### config.mk
export PLATFORM = sky130hd
export DESIGN_NAME = updown_bcd_counter
export DESIGN_NICKNAME = d
export VERILOG_FILES = /design/src/rtl/clock_pkg.sv /design/src/rtl/updown_bcd_digit.sv /design/src/rtl/updown_bcd_counter.sv
export SDC_FILE = /design/constraint.sdc
export NUM_CORES = 1
export LEC_CHECK = 0
export CAP_MARGIN = 20
export CORE_ASPECT_RATIO = 0.75
export CORE_MARGIN = 2
export CORE_UTILIZATION = 35
export DETAILED_ROUTE_END_ITERATION = 10
export GPL_ROUTABILITY_DRIVEN = 0
export PLACE_DENSITY = 0.56
export SYNTH_ARGS = -nofsm -noshare
export SYNTH_HDL_FRONTEND = slang
export SYNTH_SLANG_ARGS = --single-unit
### constraint.sdc
create_clock -name CLK -period 2.2 [get_ports CLK]
set_input_delay 0.44 -clock CLK [delete_from_list [all_inputs] [get_ports CLK]]
set_output_delay 0.44 -clock CLK [all_outputs]
set_load 0.02 [all_outputs]
### src/rtl/clock_pkg.sv
// Shared constants and helpers for the BCD clock counter chain.
package clock_pkg;

  localparam int unsigned DIGIT_W     = 4;
  localparam int unsigned MAX_DIGITS  = 4;
  localparam logic [3:0]  BCD_MAX     = 4'd9;
  localparam int unsigned TICK_DIV_1S = 125_000_000;
  localparam int unsigned MOD_SEC     = 60;
  localparam int unsigned MOD_HOUR    = 24;

  function automatic int unsigned pow10(input int unsigned n);
    int unsigned r = 1;
    for (int unsigned i = 0; i < n; i++) r = r * 10;
    return r;
  endfunction

  // Binary to packed BCD, digit 0 in bits [3:0]; used only on constants.
  function automatic logic [DIGIT_W*MAX_DIGITS-1:0] to_bcd(input int unsigned value);
    logic [DIGIT_W*MAX_DIGITS-1:0] r = '0;
    int unsigned v = value;
    for (int unsigned i = 0; i < MAX_DIGITS; i++) begin
      r[i*DIGIT_W +: DIGIT_W] = DIGIT_W'(v % 10);
      v = v / 10;
    end
    return r;
  endfunction

endpackage

### src/rtl/updown_bcd_digit.sv
// One BCD digit register with up/down step, carry/borrow chaining and load.
module updown_bcd_digit
  import clock_pkg::*;
(
  input  logic               clk,
  input  logic               rst_n,
  input  logic               clr_i,
  input  logic               load_i,
  input  logic [DIGIT_W-1:0] load_val_i,
  input  logic               cin_i,
  input  logic               dec_i,
  output logic               cout_o,
  output logic [DIGIT_W-1:0] digit_o
);

  logic [DIGIT_W-1:0] digit_q, digit_d;

  // cin_i is the step enable for this digit; cout_o ripples it onward on 9->0 / 0->9.
  assign cout_o  = cin_i & (dec_i ? (digit_q == '0) : (digit_q == BCD_MAX));
  assign digit_o = digit_q;

  always_comb begin
    // NOTE: default assignment first keeps this block free of inferred latches.
    digit_d = digit_q;
    if (clr_i) begin
      digit_d = '0;
    end else if (load_i) begin
      digit_d = load_val_i;
    end else if (cin_i) begin
      if (dec_i) digit_d = (digit_q == '0) ? BCD_MAX : digit_q - DIGIT_W'(1);
      else       digit_d = (digit_q == BCD_MAX) ? '0 : digit_q + DIGIT_W'(1);
    end
  end

  // NOTE: registers are updated with non-blocking assignments so every flop samples pre-edge values.
  always_ff @(posedge clk or negedge rst_n) begin
    if (!rst_n) digit_q <= '0;
    else        digit_q <= digit_d;
  end

endmodule

### src/rtl/updown_bcd_counter.sv
// Multi-digit BCD up/down counter with programmable modulus, tick prescaler,
// manual step, validated parallel load and a wrap pulse for cascading.
module updown_bcd_counter
  import clock_pkg::*;
#(
  parameter int unsigned NUM_DIGITS = 2,
  parameter int unsigned MODULUS    = 60,
  parameter int unsigned TICK_DIV   = 125_000_000
) (
  input  logic                          CLK,
  input  logic                          RESET,
  input  logic                          EN,
  input  logic                          DEC,
  input  logic                          STEP,
  input  logic                          CLR,
  input  logic                          LOAD,
  input  logic [DIGIT_W*NUM_DIGITS-1:0] LOAD_VAL,
  output logic [DIGIT_W*NUM_DIGITS-1:0] COUNT,
  output logic                          TICK,
  output logic                          WRAP,
  output logic                          LOAD_ERR
);

  localparam int unsigned   CW         = DIGIT_W * NUM_DIGITS;
  localparam int unsigned   PW         = (TICK_DIV > 1) ? $clog2(TICK_DIV) : 1;
  localparam logic [PW-1:0] PRESC_LAST = PW'(TICK_DIV - 1);
  localparam logic [CW-1:0] TOP_BCD    = CW'(to_bcd(MODULUS - 1));

  if (NUM_DIGITS < 1 || NUM_DIGITS > MAX_DIGITS) begin : g_bad_digits
    $error("updown_bcd_counter: NUM_DIGITS must be in 1..4");
  end
  if (MODULUS < 2 || MODULUS > pow10(NUM_DIGITS)) begin : g_bad_modulus
    $error("updown_bcd_counter: MODULUS must be in 2..10^NUM_DIGITS");
  end
  if (TICK_DIV < 1) begin : g_bad_div
    $error("updown_bcd_counter: TICK_DIV must be >= 1");
  end

  logic [PW-1:0] presc_q, presc_d;
  logic          tick_int;
  logic          tick_q, wrap_q, load_err_q;
  logic          wrap_d, load_err_d;

  assign tick_int = EN && (presc_q == PRESC_LAST);

  always_comb begin
    presc_d = presc_q;
    if (CLR || tick_int) presc_d = '0;
    else if (EN)         presc_d = presc_q + PW'(1);
  end

  logic [CW-1:0] count_w;
  logic          step_req, at_top, at_zero, nibbles_ok, load_ok;
  logic          digit_step, load_en;
  logic [CW-1:0] load_data;

  assign step_req = tick_int | STEP;
  assign at_top   = (count_w == TOP_BCD);
  assign at_zero  = (count_w == '0);

  always_comb begin
    nibbles_ok = 1'b1;
    for (int unsigned i = 0; i < NUM_DIGITS; i++) begin
      if (LOAD_VAL[i*DIGIT_W +: DIGIT_W] > BCD_MAX) nibbles_ok = 1'b0;
    end
  end

  // Valid BCD orders exactly like its raw bits, so a plain compare checks the range.
  assign load_ok = nibbles_ok && (LOAD_VAL <= TOP_BCD);

  // Modulus wrap overrides the digit ripple by loading the opposite end value.
  assign wrap_d     = step_req && !CLR && !LOAD && (DEC ? at_zero : at_top);
  assign digit_step = step_req && !CLR && !LOAD && !wrap_d;
  assign load_en    = (LOAD && load_ok) || wrap_d;
  assign load_data  = wrap_d ? (DEC ? TOP_BCD : '0) : LOAD_VAL;
  assign load_err_d = LOAD && !CLR && !load_ok;

  logic [NUM_DIGITS:0] carry;
  logic                unused_carry_top;

  assign carry[0]         = digit_step;
  assign unused_carry_top = carry[NUM_DIGITS];

  for (genvar g = 0; g < NUM_DIGITS; g++) begin : g_digit
    updown_bcd_digit u_digit (
      .clk        (CLK),
      .rst_n      (RESET),
      .clr_i      (CLR),
      .load_i     (load_en),
      .load_val_i (load_data[g*DIGIT_W +: DIGIT_W]),
      .cin_i      (carry[g]),
      .dec_i      (DEC),
      .cout_o     (carry[g+1]),
      .digit_o    (count_w[g*DIGIT_W +: DIGIT_W])
    );
  end

  always_ff @(posedge CLK or negedge RESET) begin
    if (!RESET) begin
      presc_q    <= '0;
      tick_q     <= 1'b0;
      wrap_q     <= 1'b0;
      load_err_q <= 1'b0;
    end else begin
      presc_q    <= presc_d;
      tick_q     <= tick_int;
      wrap_q     <= wrap_d;
      load_err_q <= load_err_d;
    end
  end

  assign COUNT    = count_w;
  assign TICK     = tick_q;
  assign WRAP     = wrap_q;
  assign LOAD_ERR = load_err_q;

endmodule

After elaboration in Yosys (flattened, before gate mapping)

Index checks and enable logic that the tools add are counted.

Register bits after elaboration: 38
Output and inout bits: 11
Bits of input ports: 15
Logic and storage cells: 61

Multiplexer cells: 20
Magnitude comparators: 3
Bitwise logic cells: 2
Equal/unequal tests: 4
Reductions and logical operators: 21
$add $sub $neg: 5

Operator list:

| operator                | number |
|---|---|
| $mux W27                | 2 |
| $mux W4                 | 12 |
| $add A27 B1 Y27 const B | 1 |
| $eq A27 B27 Y1 const B  | 1 |
| $logic_and A1 B1 Y1     | 9 |
| $add A4 B1 Y4 const B   | 2 |
| $eq A4 B4 Y1 const B    | 2 |
| $eq A8 B7 Y1 const B    | 1 |
| $gt A4 B4 Y1 const B    | 2 |
| $le A8 B7 Y1 const B    | 1 |
| $logic_not A4 Y1        | 2 |
| $logic_not A8 Y1        | 1 |
| $mux W8                 | 1 |
| $sub A4 B1 Y4 const B   | 2 |
| $mux W7                 | 1 |
| $reduce_bool A3 Y1      | 2 |
| $logic_not A1 Y1        | 4 |
| $mux W1                 | 4 |
| $logic_or A1 B1 Y1      | 2 |
| $reduce_bool A2 Y1      | 1 |
| $and A1 B1 Y1           | 1 |
| $or A1 B1 Y1            | 1 |

Longest topological paths before layout

Gate-level depths: netlist (run 1).

Word-level depth: 12
Gate-level depth with buffers: 8
Gate-level depth less buffers: 8

Cells and area by module

A second synthesis (run 1) with hierarchy kept.

Cells, all modules: 273
Area, all modules: 2547.4 um^2

By module, submodules not included:

| module             | area each (um^2) | cells an instance | times used | seq. area each (um^2) |
|---|---|---|---|---|
| updown_bcd_counter | 1661.6           | 167               | 1          | 750.7 |
| updown_bcd_digit   | 442.9            | 53                | 2          | 100.1 |

Worst setup path after synthesis (run 1)

OpenSTA, ideal clock, no wires.

Path kind: flip-flop to flip-flop
Start: reg g_digit[0].u_digit.digit_q[0]
End: reg g_digit[1].u_digit.digit_q[0]
Path buffers: 0
Period minus slack after synthesis: 2.086 ns
Slack: 0.114 ns
Required time: 2.117 ns
Stages on the path, launching flop included: 9
Arrival: 2.004 ns
Setup time: 0.083 ns
Cell sequence: dfrtp_1 -> inv_1 -> ha_1 -> nor3b_1 -> nand3_1 -> a211o_1 -> a2111oi_0 -> a41oi_1 -> o21ai_0

Word-level cells in the longest chain between the ends: 7
Elaborated cells on any way between the ends: 15
Those cells by class: 2 x eq/ne; 5 x mux; 1 x bitwise; 7 x reduce/logical

RTL lines:

| element                                                 | line                                               | text |
|---|---|---|
| start: declaration                                      | updown_bcd_digit.sv:16                             | `logic [DIGIT_W-1:0] digit_q, digit_d;` |
| start signal: assignment                                | updown_bcd_digit.sv:38                             | `else digit_q <= digit_d;` |
| $eq A8 B7 Y1 / $logic_not A8 Y1 (equally long branches) | updown_bcd_counter.sv:58, updown_bcd_counter.sv:59 |  |
| $mux W1                                                 | updown_bcd_counter.sv:72                           | `assign wrap_d = step_req && !CLR && !LOAD && (DEC ? at_zero : at_top);` |
| $logic_and A1 B1 Y1                                     | updown_bcd_counter.sv:72                           |  |
| $logic_not A1 Y1                                        | updown_bcd_counter.sv:73                           | `assign digit_step = step_req && !CLR && !LOAD && !wrap_d;` |
| $logic_and A1 B1 Y1                                     | updown_bcd_counter.sv:73                           |  |
| $and A1 B1 Y1                                           | updown_bcd_digit.sv:19                             | `assign cout_o = cin_i & (dec_i ? (digit_q == '0) : (digit_q == BCD_MAX));` |
| $reduce_bool A3 Y1 (no source line)                     | -                                                  |  |
| end signal: assignment                                  | updown_bcd_digit.sv:38                             |  |
| end: declaration                                        | updown_bcd_digit.sv:16                             |  |

Parallel ways exist; a longest one is shown, timed or not.
A chain may end at the register's enable or synchronous reset.

Worst setup path after layout (run 1)

Start: in DEC
End: reg g_digit[1].u_digit.digit_q[0]

Word-level cells in the longest chain between the ends: 6
Elaborated cells on any way between the ends: 14
Those cells by class: 8 x mux; 1 x bitwise; 5 x reduce/logical

RTL lines:

| element                             | line                     | text |
|---|---|---|
| start: declaration                  | updown_bcd_counter.sv:13 | `input logic DEC,` |
| $mux W1                             | updown_bcd_counter.sv:72 |  |
| $logic_and A1 B1 Y1                 | updown_bcd_counter.sv:72 |  |
| $logic_not A1 Y1                    | updown_bcd_counter.sv:73 |  |
| $logic_and A1 B1 Y1                 | updown_bcd_counter.sv:73 |  |
| $and A1 B1 Y1                       | updown_bcd_digit.sv:19   |  |
| $reduce_bool A3 Y1 (no source line) | -                        |  |

Parallel ways exist; a longest one is shown, timed or not. The select of a mux whose other input is x is not followed.

==> run summary, run 1 <==
antenna violations before repair -> 0
fraction of layout cells with a size suffix above 1 -> 17.3%
CTS tree -> done
global route overflow -> 0
Total Wirelength -> 5850 um
post-route ant nets -> 0
#FFs+latches synth -> 38
drt first-iter violations -> 85
worst hold path type -> in2async
I/O Pins -> 26
Reg power frac -> 40.1%
setup violators final -> 0
Clock Tree Buf Depth -> 2
drt first pass iters -> 4
Final nets -> 331
IO Port Bufs -> 25
DP Wirelength -> 4510 um
ys flop type -> dfrtp_1
largest net degree at the start of global routing -> 28
area of the mapped netlist -> 2320 sq um
std cell rows -> 25
DRC -> 0
Worst slew margin -> 70.5%
Mapped Avg Cell Area -> 8.94 sq um
Critical Path RT -> 2410 ps
Post CTS Setup Buffer Count -> 0
setup total negative slack -> 0 ps
Die W -> 98.1 um
total power -> 1.87 mW
# H-tree levels -> 2
post-layout instance area -> 3030 sq um
number of enable flip-flop cells after synthesis -> 0
Startpoint Class -> input port
multi-input logic area -> 1300 sq um
flop2flop setup slack -> 210 ps
WL/cell -> 14.9 um
Sink Count -> 38
Hold Buf Count CTS -> 0
Peak supply drop -> 327 uV
clock share of power -> 39.0%
switching power -> 474 uW
Die ar. -> 7310 sq um
Seq. cell area -> 951 sq um
nature of the critical path endpoint -> register
ANT cells -> 0
Initial Util -> 36.6%
Cell Pwr Density -> 617 nW/um^2
clk_skew -> 4.84 ps
number of buffers created by CTS -> 5
first-pass GRT wire length -> 9680 um
number of distinct library cells after synthesis -> 52
GRT Total Usage -> 17.0%
vias per std cell -> 5.19
Placed Area -> 2870 sq um
Max Slew Vio Count -> 0
internal cell power -> 1.40 mW
worst skew pair latency -> 290 ps
Core Region -> 6350 sq um
Net Count, Synth -> 279
yosys warns -> 0
Fillers -> 627
CTS Root Cell -> clkbuf_8
vias in the first global route -> 1897
Mapped Cells -> 260
Comb power frac -> 21.0%
unrepaired setup endpoints after global routing -> false
Post-synth ARST share -> 100%
crit share post-route -> 92.0%
P_leak -> 1.27 nW
die span in y -> 74.6 um
sequential-to-total area share from yosys stat -> 40.9%
CTS resizes -> 0
Sw Share -> 25.4%
crit-path max FO -> 7
status -> complete, no violations
Max Cap Viol -> 0
Syn-to-layout area delta -> 30.4%
Clk pin slew, worst setup/hold paths -> 70 ps
Arrival @ worst endpoint -> 2240 ps
FMAX -> 494 MHz
final hold viol count -> 0
Worst Max-Slew Pin Slew -> 440 ps
CP Class -> in2reg
fin crit period -> 2020 ps
via count -> 2044
==> routing by layer <==
| metal | part of all wire (%) | GRT usage (%) | wire length, um |
|---|---|---|---|
| met1 | 57 | 27.4 | 3350 |
| met2 | 39 | 22.9 | 2280 |
| met3 | 2.7 | 3.20 | 157 |
| met4 | 1.0 | 4.63 | 61 |
| met5 | 0 | 0 | 0 |
==> final timing paths <==
check                                  from                             to  cells past startpoint
worst max-delay path                    DEC  g_digit[1].u_digit.digit_o[0]                      7
worst min-delay path                  RESET                     presc_q[3]                      1
worst max register to register  presc_q[10]  g_digit[0].u_digit.digit_o[1]                      7
worst min register to register  presc_q[26]                    presc_q[26]                      2
max in group asynchronous             RESET                    presc_q[13]                      2
min in group CLK                presc_q[26]                    presc_q[26]                      2
==> worst max-delay path, stage by stage <==
cell and delay, ps:
clkdlybuf4s50_1 520, nor2b_1 220, nand4_1 140, a211o_1 330
a2111oi_0 410, a41oi_1 80, o21ai_0 90
==> cell usage after synthesis (2+ instances only) <==
master     count  area share (%)
a21oi_1       10             2.2
o211ai_1       4             1.3
nand2_1       18             2.9
nand4_2        2             1.1
ha_1           4             2.2
nor4_1         4             1.1
or3_1          4             1.1
a41oi_1        2            0.75
nand4_1        8             2.2
o22ai_1        2            0.54
nand3_1        9             1.9
nor2_1        40             6.5
nor3_1        11             2.4
nand3b_1       2            0.65
and3_1         5             1.3
buf_2          8             1.7
a22o_1         2            0.75
o21ai_0        8             1.7
nand4b_1       2            0.75
a2111oi_0      2            0.75
clkbuf_1       3            0.48
inv_1          7             1.1
xnor2_1        8             3.0
dfrtp_1       38              41
nor2b_1        6             1.6
a211o_1        3             1.1
nor4b_1        2            0.75
nand2b_1       2            0.54
a211oi_1       3            0.97
xor2_1        17             6.4
and2_1         3            0.81
==> final cells by class <==
type | instances | area share (%)
Tap cell | 81 | 3.35
Inverter | 7 | 0.867
Timing Repair Buffer | 58 | 16.7
Sequential cell | 38 | 31.4
Clock buffer | 6 | 2.73
Multi-Input combinational cell | 202 | 43.0
Clock inverter | 2 | 1.98
==> layout by cell type, fill, tap and decap left out, types with 3 or more instances in the layout <==
cell type and instances:
nor2_1 40, nor4_1 3, xnor2_1 8, and3_1 5
a21oi_1 10, a211oi_1 3, nand2_1 18, nand3_1 9
ha_1 4, or3_1 4, nor2b_1 6, clkdlybuf4s50_1 24
a211o_1 3, o21ai_0 8, dfrtp_1 38, o211ai_1 4
and2_1 3, nand4_1 8, xor2_1 17, clkbuf_8 6
nor3_1 11, inv_1 7, buf_4 32
==> power by group through the flow <==
stage          sequential, mW  combinational [mW]  clock [mW]
6_report                0.749               0.392       0.728
5_1_grt                 0.754               0.428       0.778
4_1_cts                 0.748               0.389       0.749
3_5_place_dp            0.762               0.387           0
3_3_place_gp            0.762               0.382           0
2_1_floorplan           0.769               0.189           0
==> state kept, by name, indices dropped and copies added, names as in the netlist <==
| signal | count |
|---|---|
| presc_q | 27 |
| g_digit.u_digit.digit_o | 8 |
| LOAD_ERR | 1 |
| TICK | 1 |
| WRAP | 1 |
==> cell families (layout without fill, tap and decap cells) <==
family / after synthesis / in the layout / share of synthesized area, %
compound gates: 43 / 43 / 12.9
xor+xnor: 25 / 25 / 9.42
fa+ha+maj: 4 / 4 / 2.15
buf+inv: 20 / 73 / 3.82
flops: 38 / 38 / 40.9
mux: 3 / 3 / 1.88
simple gates: 127 / 127 / 28.9
==> per-stage QoR <==
stage          cells  hold slack [ps]  utilization (%)  setup slack [ps]
3_3_place_gp     386              391             45.2             -54.2
2_1_floorplan    260              144                -               114
5_1_grt          394             93.2             47.7              17.5
4_1_cts          394             72.6             47.4               125
6_report         394             60.4             47.7               175
3_5_place_dp     386              391             45.2              -113
Note: power is estimated with default switching activity, not from simulation.
==> inputs of run 2 (changes only) <==
Settings changed: SKIP_LAST_GASP from default to 1.
==> results of run 2 <==
Same layout as run 1: the final DEF is identical, and so are final timing and power.
==> inputs of run 3 (changes only) <==
Settings changed: PLACE_DENSITY 0.56 to 0.6.
==> run summary, run 3 (same netlist as run 1, synthesis figures left out) <==
met3 Usage GRT -> 2.63% (-0.56 points)
Crit-path slowest cell -> clkdlybuf4s50_1
std cell rows -> 25 (unchanged)
reg2reg path depth -> 8 (+1)
vias per std cell -> 5.24 (+1.1%)
crit-path max FO -> 8 (+1)
Initial Util -> 36.6% (unchanged)
post-route ant nets -> 0 (unchanged)
FMAX -> 483 MHz (-2.2%)
Startpoint Class -> input port
Largest Register -> presc_q
GR Util met2 -> 22.4% (-0.53 points)
I/O Pins -> 26 (unchanged)
Place WS -> -205 ps (-92.2 ps)
fin crit period -> 2070 ps (+45.2 ps)
Max Cap Viol -> 0 (unchanged)
delay-heaviest family, CP -> buffers and inverters
via count -> 2056 (+0.59%)
die span in y -> 74.6 um (unchanged)
Final nets -> 329 (-0.60%)
largest net degree at the start of global routing -> 39 (+39%)
Worst slew margin -> 43.8% (-27 points)
Worst path depth -> 8 (+1)
CP max stage delay -> 610 ps (+90 ps)
Core Region -> 6350 sq um (unchanged)
DP Wirelength -> 4260 um (-5.6%)
WL/cell -> 14.4 um (-2.8%)
final hold viol count -> 0 (unchanged)
Sink Count -> 38 (unchanged)
global route overflow -> 0 (unchanged)
Die W -> 98.1 um (unchanged)
first-pass GRT wire length -> 9760 um (+0.79%)
setup violators final -> 0 (unchanged)
antenna violations before repair -> 0 (unchanged)
Cell Pwr Density -> 543 nW/um^2 (-12%)
unrepaired setup endpoints after global routing -> false
Syn-to-layout area delta -> 27.7%
vias in the first global route -> 1956 (+3.1%)
Total Wirelength -> 5660 um (-3.3%)
Clk pin slew, worst setup/hold paths -> 70 ps (about the same)
worst hold path type -> in2async
CTS Root Cell -> clkbuf_8
drt first pass iters -> 4 (unchanged)
status -> complete, no violations
cells along the critical path -> clkdlybuf4s50_1, buf_4, nor2_1, mux2_2, a222oi_1, o22ai_1, nand4b_1, o211ai_1
P_leak -> 1.24 nW (-2.4%)
M1 GR Usage -> 26.9% (-0.47 points)
Post CTS Setup Buffer Count -> 0 (unchanged)
drt first-iter violations -> 98 (+15%)
CP Class -> in2reg
number of buffers created by CTS -> 5 (unchanged)
max reg flops -> 27 (unchanged)
crit share post-route -> 94.1% (+2.1 points)
Buf/Inv on CP -> 2 (+1)
nature of the critical path endpoint -> register
GRT Total Usage -> 16.7% (-0.33 points)
worst skew pair latency -> 280 ps (about the same)
setup ws final -> 130 ps (-45.2 ps)
Max Slew Vio Count -> 0 (unchanged)
Arrival @ worst endpoint -> 2230 ps (about the same)
ANT cells -> 0 (unchanged)
# H-tree levels -> 2 (unchanged)
most frequent cells in the layout -> nor2_1, dfrtp_1, buf_4, clkdlybuf4s50_1, nand2_1
clk_skew -> 2.98 ps (-1.85 ps)
Worst Max-Slew Pin Slew -> 843 ps (+403 ps)
DRC -> 0 (unchanged)
Die ar. -> 7310 sq um (unchanged)
CTS tree -> done
Peak supply drop -> 395 uV (+21%)
GR peak layer -> met1
Clock Tree Buf Depth -> 2 (unchanged)
total power -> 1.61 mW (-14%)
fraction of layout cells with a size suffix above 1 -> 17.0% (-0.21 points)
IO Port Bufs -> 25 (unchanged)
commonest non-fill, non-tap cell in the layout -> nor2_1
Critical Path RT -> 2360 ps (-50 ps)
==> run 3: cell count changes in the layout (fill, tap and decap cells not counted), sizes merged <==
cell,before,now
clkbuf,6,7
buf,34,32
clkinv,0,1
bufinv,2,0
==> run 3: final cells by class <==
type	instances	area (sq um)
fill	608	3380
timing repair buffer	56	490
inverter	7	26.3
tap	81	101
clock buffer	7	86.3
clock inverter	1	5.00
multi-input combinational	202	1310
sequential	38	951
==> run 3: repair_timing <==
| item | CTS | global route |
|---|---|---|
| endpoints found under the setup margin | 0 | 6 |
| resized for setup | 0 | 7 |
| hold buffers | 0 | 0 |
==> run 3: per-stage QoR <==
stage | instances | hold slack [ps] | setup TNS [ps] | util, % | cell area [sq um]
after global placement | 384 | 526 | -496 | 44.9 | 2850
after CTS | 392 | 280 | 0 | 46.4 | 2940
after detailed placement | 384 | 531 | -940 | 44.9 | 2850
final | 392 | 254 | 0 | 46.7 | 2970
after global routing | 392 | 324 | 0 | 46.7 | 2970
after floorplan | 260 | 144 | 0 | - | 2320
==> run 3: per-layer routing <==
metal / vias to the layer above / part of all wire, %
li1: 1031 / -
met1: 969 / 53
met2: 50 / 40
met3: 6 / 6.1
met4: 0 / 0.78
met5: - / 0
==> run 3: worst paths after layout <==
kind,end,slack [ps],from
worst max-delay path,g_digit[1].u_digit.digit_o[2],130,DEC
worst min-delay path,presc_q[14],250,RESET
worst max register to register,g_digit[1].u_digit.digit_o[0],180,g_digit[0].u_digit.digit_o[0]
worst min register to register,presc_q[26],540,presc_q[26]
max in group asynchronous,presc_q[22],1420,RESET
min in group CLK,presc_q[26],540,presc_q[26]
==> run 3: power by group <==
part	internal, mW	switching [mW]	leakage, nW
sequential	0.717	0.0284	0.524
clock	0.253	0.234	0.0482
combinational	0.188	0.190	0.671
==> RTL change (flow settings as in run 3) <==
Set the package constant `DIGIT_W` to 6 (it was 4).
--- a/src/rtl/clock_pkg.sv
+++ b/src/rtl/clock_pkg.sv
@@ -1,7 +1,7 @@
 // Shared constants and helpers for the BCD clock counter chain.
 package clock_pkg;
 
-  localparam int unsigned DIGIT_W     = 4;
+  localparam int unsigned DIGIT_W     = 6;
   localparam int unsigned MAX_DIGITS  = 4;
   localparam logic [3:0]  BCD_MAX     = 4'd9;
   localparam int unsigned TICK_DIV_1S = 125_000_000;
Interface: changed (resized COUNT and LOAD_VAL); port bits go from 26 to 34. The function was not compared with the original's and may differ.
==> RTL change against run 3 <==
  * The flow now finishes with violations (negative setup slack)
  * Routed wire length rose by 46%
  * Critical path depth is the same
  * Setup slack worse by 0.16 ns
  * Design area is 40% higher
  * Area after synthesis rose by 24%
  * Sequential cell count increased by 4
  * Global-route usage up 2.8 points
  * Largest cell class unchanged
Power is not compared: it rests on default switching activity, and its combinational part moved more than twofold at a synthesized area within 25%.
==> RTL change: results (changes against run 3) <==
GRT
  • First-pass GRT wire length: 13.59 mm (was 9.756 mm)
  • Gr usage total: 19.54% (was 16.70%)
  • Pin count of the biggest net entering global routing: 26 (was 39)
  • Number of global-route vias before repair: 2648 (was 1956)

Placement
  • Placed Instance Area: 3835 sq um (was 2853 sq um)
  • Number of I/O port buffers: 33 (was 25)
  • Post-detail-place hpwl: 6.191 mm (was 4.261 mm)

Routing
  • Via Count: 2855 (was 2056)
  • WL per Instance: 15.35 microns (was 14.44 microns)
  • DRT iter0 DRCs: 153 (was 98)
  • First-pass DRT Iterations: 4 (unchanged)

Pwr
  • Worst-case vdd ir drop: around 360 uV
  • Internal power: roughly 1.6 mW
  • Leak Pwr: 1.868 nW

Synth
  • Net Count, Synth: 353 (was 279)
  • Yosys warns: 0 (unchanged)
  • Top post-synthesis cells by count: nor2_1, dfrtp_1, nand2_1 (unchanged)
  • Post-synth top area cell: dfrtp_1 (unchanged)
  • Register area share after synthesis: 36.43% (was 40.93%)
  • Netlist cell types: 57 (was 52)
  • Area contributors post-synth: dfrtp_1, nor2_1, xor2_1 (unchanged)
  • Post-synthesis async set-or-reset flop share: 100.0% (unchanged)

Layout
  • FILL cells: 740 (was 608)
  • Diode count: 0 (unchanged)
  • Largest Register: presc_q (unchanged)
  • Max FFs per register: 27 (unchanged)
  • Fraction of layout cells with a size suffix above 1: 28.51% (was 17.04%)
  • Nets: 462 (was 329)

Timing
  • Max Clock Skew: 0.01127 ns (was 0.002984 ns)
  • Post-Route Hold Slack: 0.1561 ns (was 0.2544 ns)
  • Worst setup margin: -0.03033 ns (was 0.1303 ns)
  • Slew headroom: 57.31% (was 43.80%)
  • Final setup vio count: 6 (was 0)

Critical path
  • R2R cell count: 8 (unchanged)
  • Critical R2R Launch: g_digit[1].u_digit.digit_o[1] (was g_digit[0].u_digit.digit_o[0])
  • Slowest stage delay, CP: 0.41 ns (was 0.61 ns)
  • Arrival time worst endpoint: 2.47 ns (was 2.23 ns)
  • Worst-path fanout max: 6 (was 8)
  • Reg-to-reg endpoint: g_digit[0].u_digit.digit_o[3] (was g_digit[1].u_digit.digit_o[0])
  • Slowest CP cell: dfrtp_2 (was clkdlybuf4s50_1)

Run status
  • Failing checks: negative setup slack
  • Status: finished, violations left (was finished, final reports clean)

Clock tree
  • CTS clk-pin slew, worst paths: about 0.080 ns
  • CTS max path bufs: 2 (unchanged)
  • Worst-Skew Late Latency: 0.30 ns (was 0.28 ns)
  • Root buf cell: clkbuf_8 (unchanged)
  • H-tree depth: 2 (unchanged)
  • Inserted Clock Buffers: 5 (unchanged)

Hold path
  • HP Class: in2async (unchanged)
## RTL change: layer usage
| layer | GRT usage (%) | wire [microns] |
|---|---|---|
| met5 | 0 | 0 |
| met4 | 3.974 | 87 |
| met3 | 4.082 | 412 |
| met2 | 28.38 | 3541 |
| met1 | 29.57 | 4250 |
## RTL change: how the worst max path moves through the flow
stage,startpoint,to,slack (ns),cells past startpoint
after CTS,presc_q[0],g_digit[0].u_digit.digit_o[3],-0.05,7
final,g_digit[1].u_digit.digit_o[1],g_digit[0].u_digit.digit_o[3],-0.03,8
after floorplan,g_digit[1].u_digit.digit_o[1],g_digit[1].u_digit.digit_o[2],-0.16,9
after global placement,DEC,g_digit[0].u_digit.digit_o[4],-0.33,7
after detailed placement,DEC,g_digit[0].u_digit.digit_o[3],-0.37,7
after global routing,presc_q[10],WRAP,-0.15,7
## RTL change: power groups by stage
| stage | logic [mW] | clock network (mW) | registers [mW] |
|---|---|---|---|
| global placement | 0.762 | 0 | 0.859 |
| global route | 0.901 | 0.671 | 0.857 |
| floorplan | 0.364 | 0 | 0.899 |
| detailed placement | 0.767 | 0 | 0.861 |
| CTS | 0.787 | 0.626 | 0.850 |
| finish | 0.830 | 0.610 | 0.851 |
## RTL change: kinds of logic after synthesis
group                      Yosys count  synth area share (%)
xor gates and xnor gates            27                 8.196
and+or+nand+nor                    151                 29.14
AOI/OAI and AO/OA                   63                 16.52
DFF                                 42                 36.43
buffers and inverters               27                 3.643
adders and majority gates            9                 3.903
muxes                                6                 2.168
## RTL change: worst max-delay path: cells and delay by family, from the launching register on
family / cells / cell delay [ns]
simple gates: 2 / 0.77
compound gates: 3 / 0.62
flops: 1 / 0.41
buf+inv: 2 / 0.25
fa+ha+maj: 1 / 0.13
## RTL change: metrics by stage
step,worst slack [ns],utilization [%],setup TNS [ns],std cells,power [mW]
after floorplan,-0.1604,-,-0.2628,325,1.263
after global placement,-0.3263,48.22,-4.598,518,1.621
after detailed placement,-0.3718,48.22,-4.564,518,1.628
after CTS,-0.04985,50.20,-0.08016,530,2.263
after global routing,-0.1463,52.20,-1.795,540,2.429
final,-0.03033,52.20,-0.1457,540,2.291
## RTL change: repair_timing
item                                    4_1_cts  5_1_grt
pin swaps                                     5        8
endpoints found under the setup margin       10       18
endpoints found under the hold margin         0        0
setup buffers                                 4       10
gates resized for setup                       5       18
## RTL change: layout make-up
| type | count | area share, % |
|---|---|---|
| multi-input combinational | 256 | 44.54 |
| clock buffer | 7 | 1.838 |
| timing repair buffer | 117 | 23.24 |
| inverter | 12 | 1.085 |
| tap | 105 | 3.165 |
| clock inverter | 1 | 0.7233 |
| sequential | 42 | 25.41 |
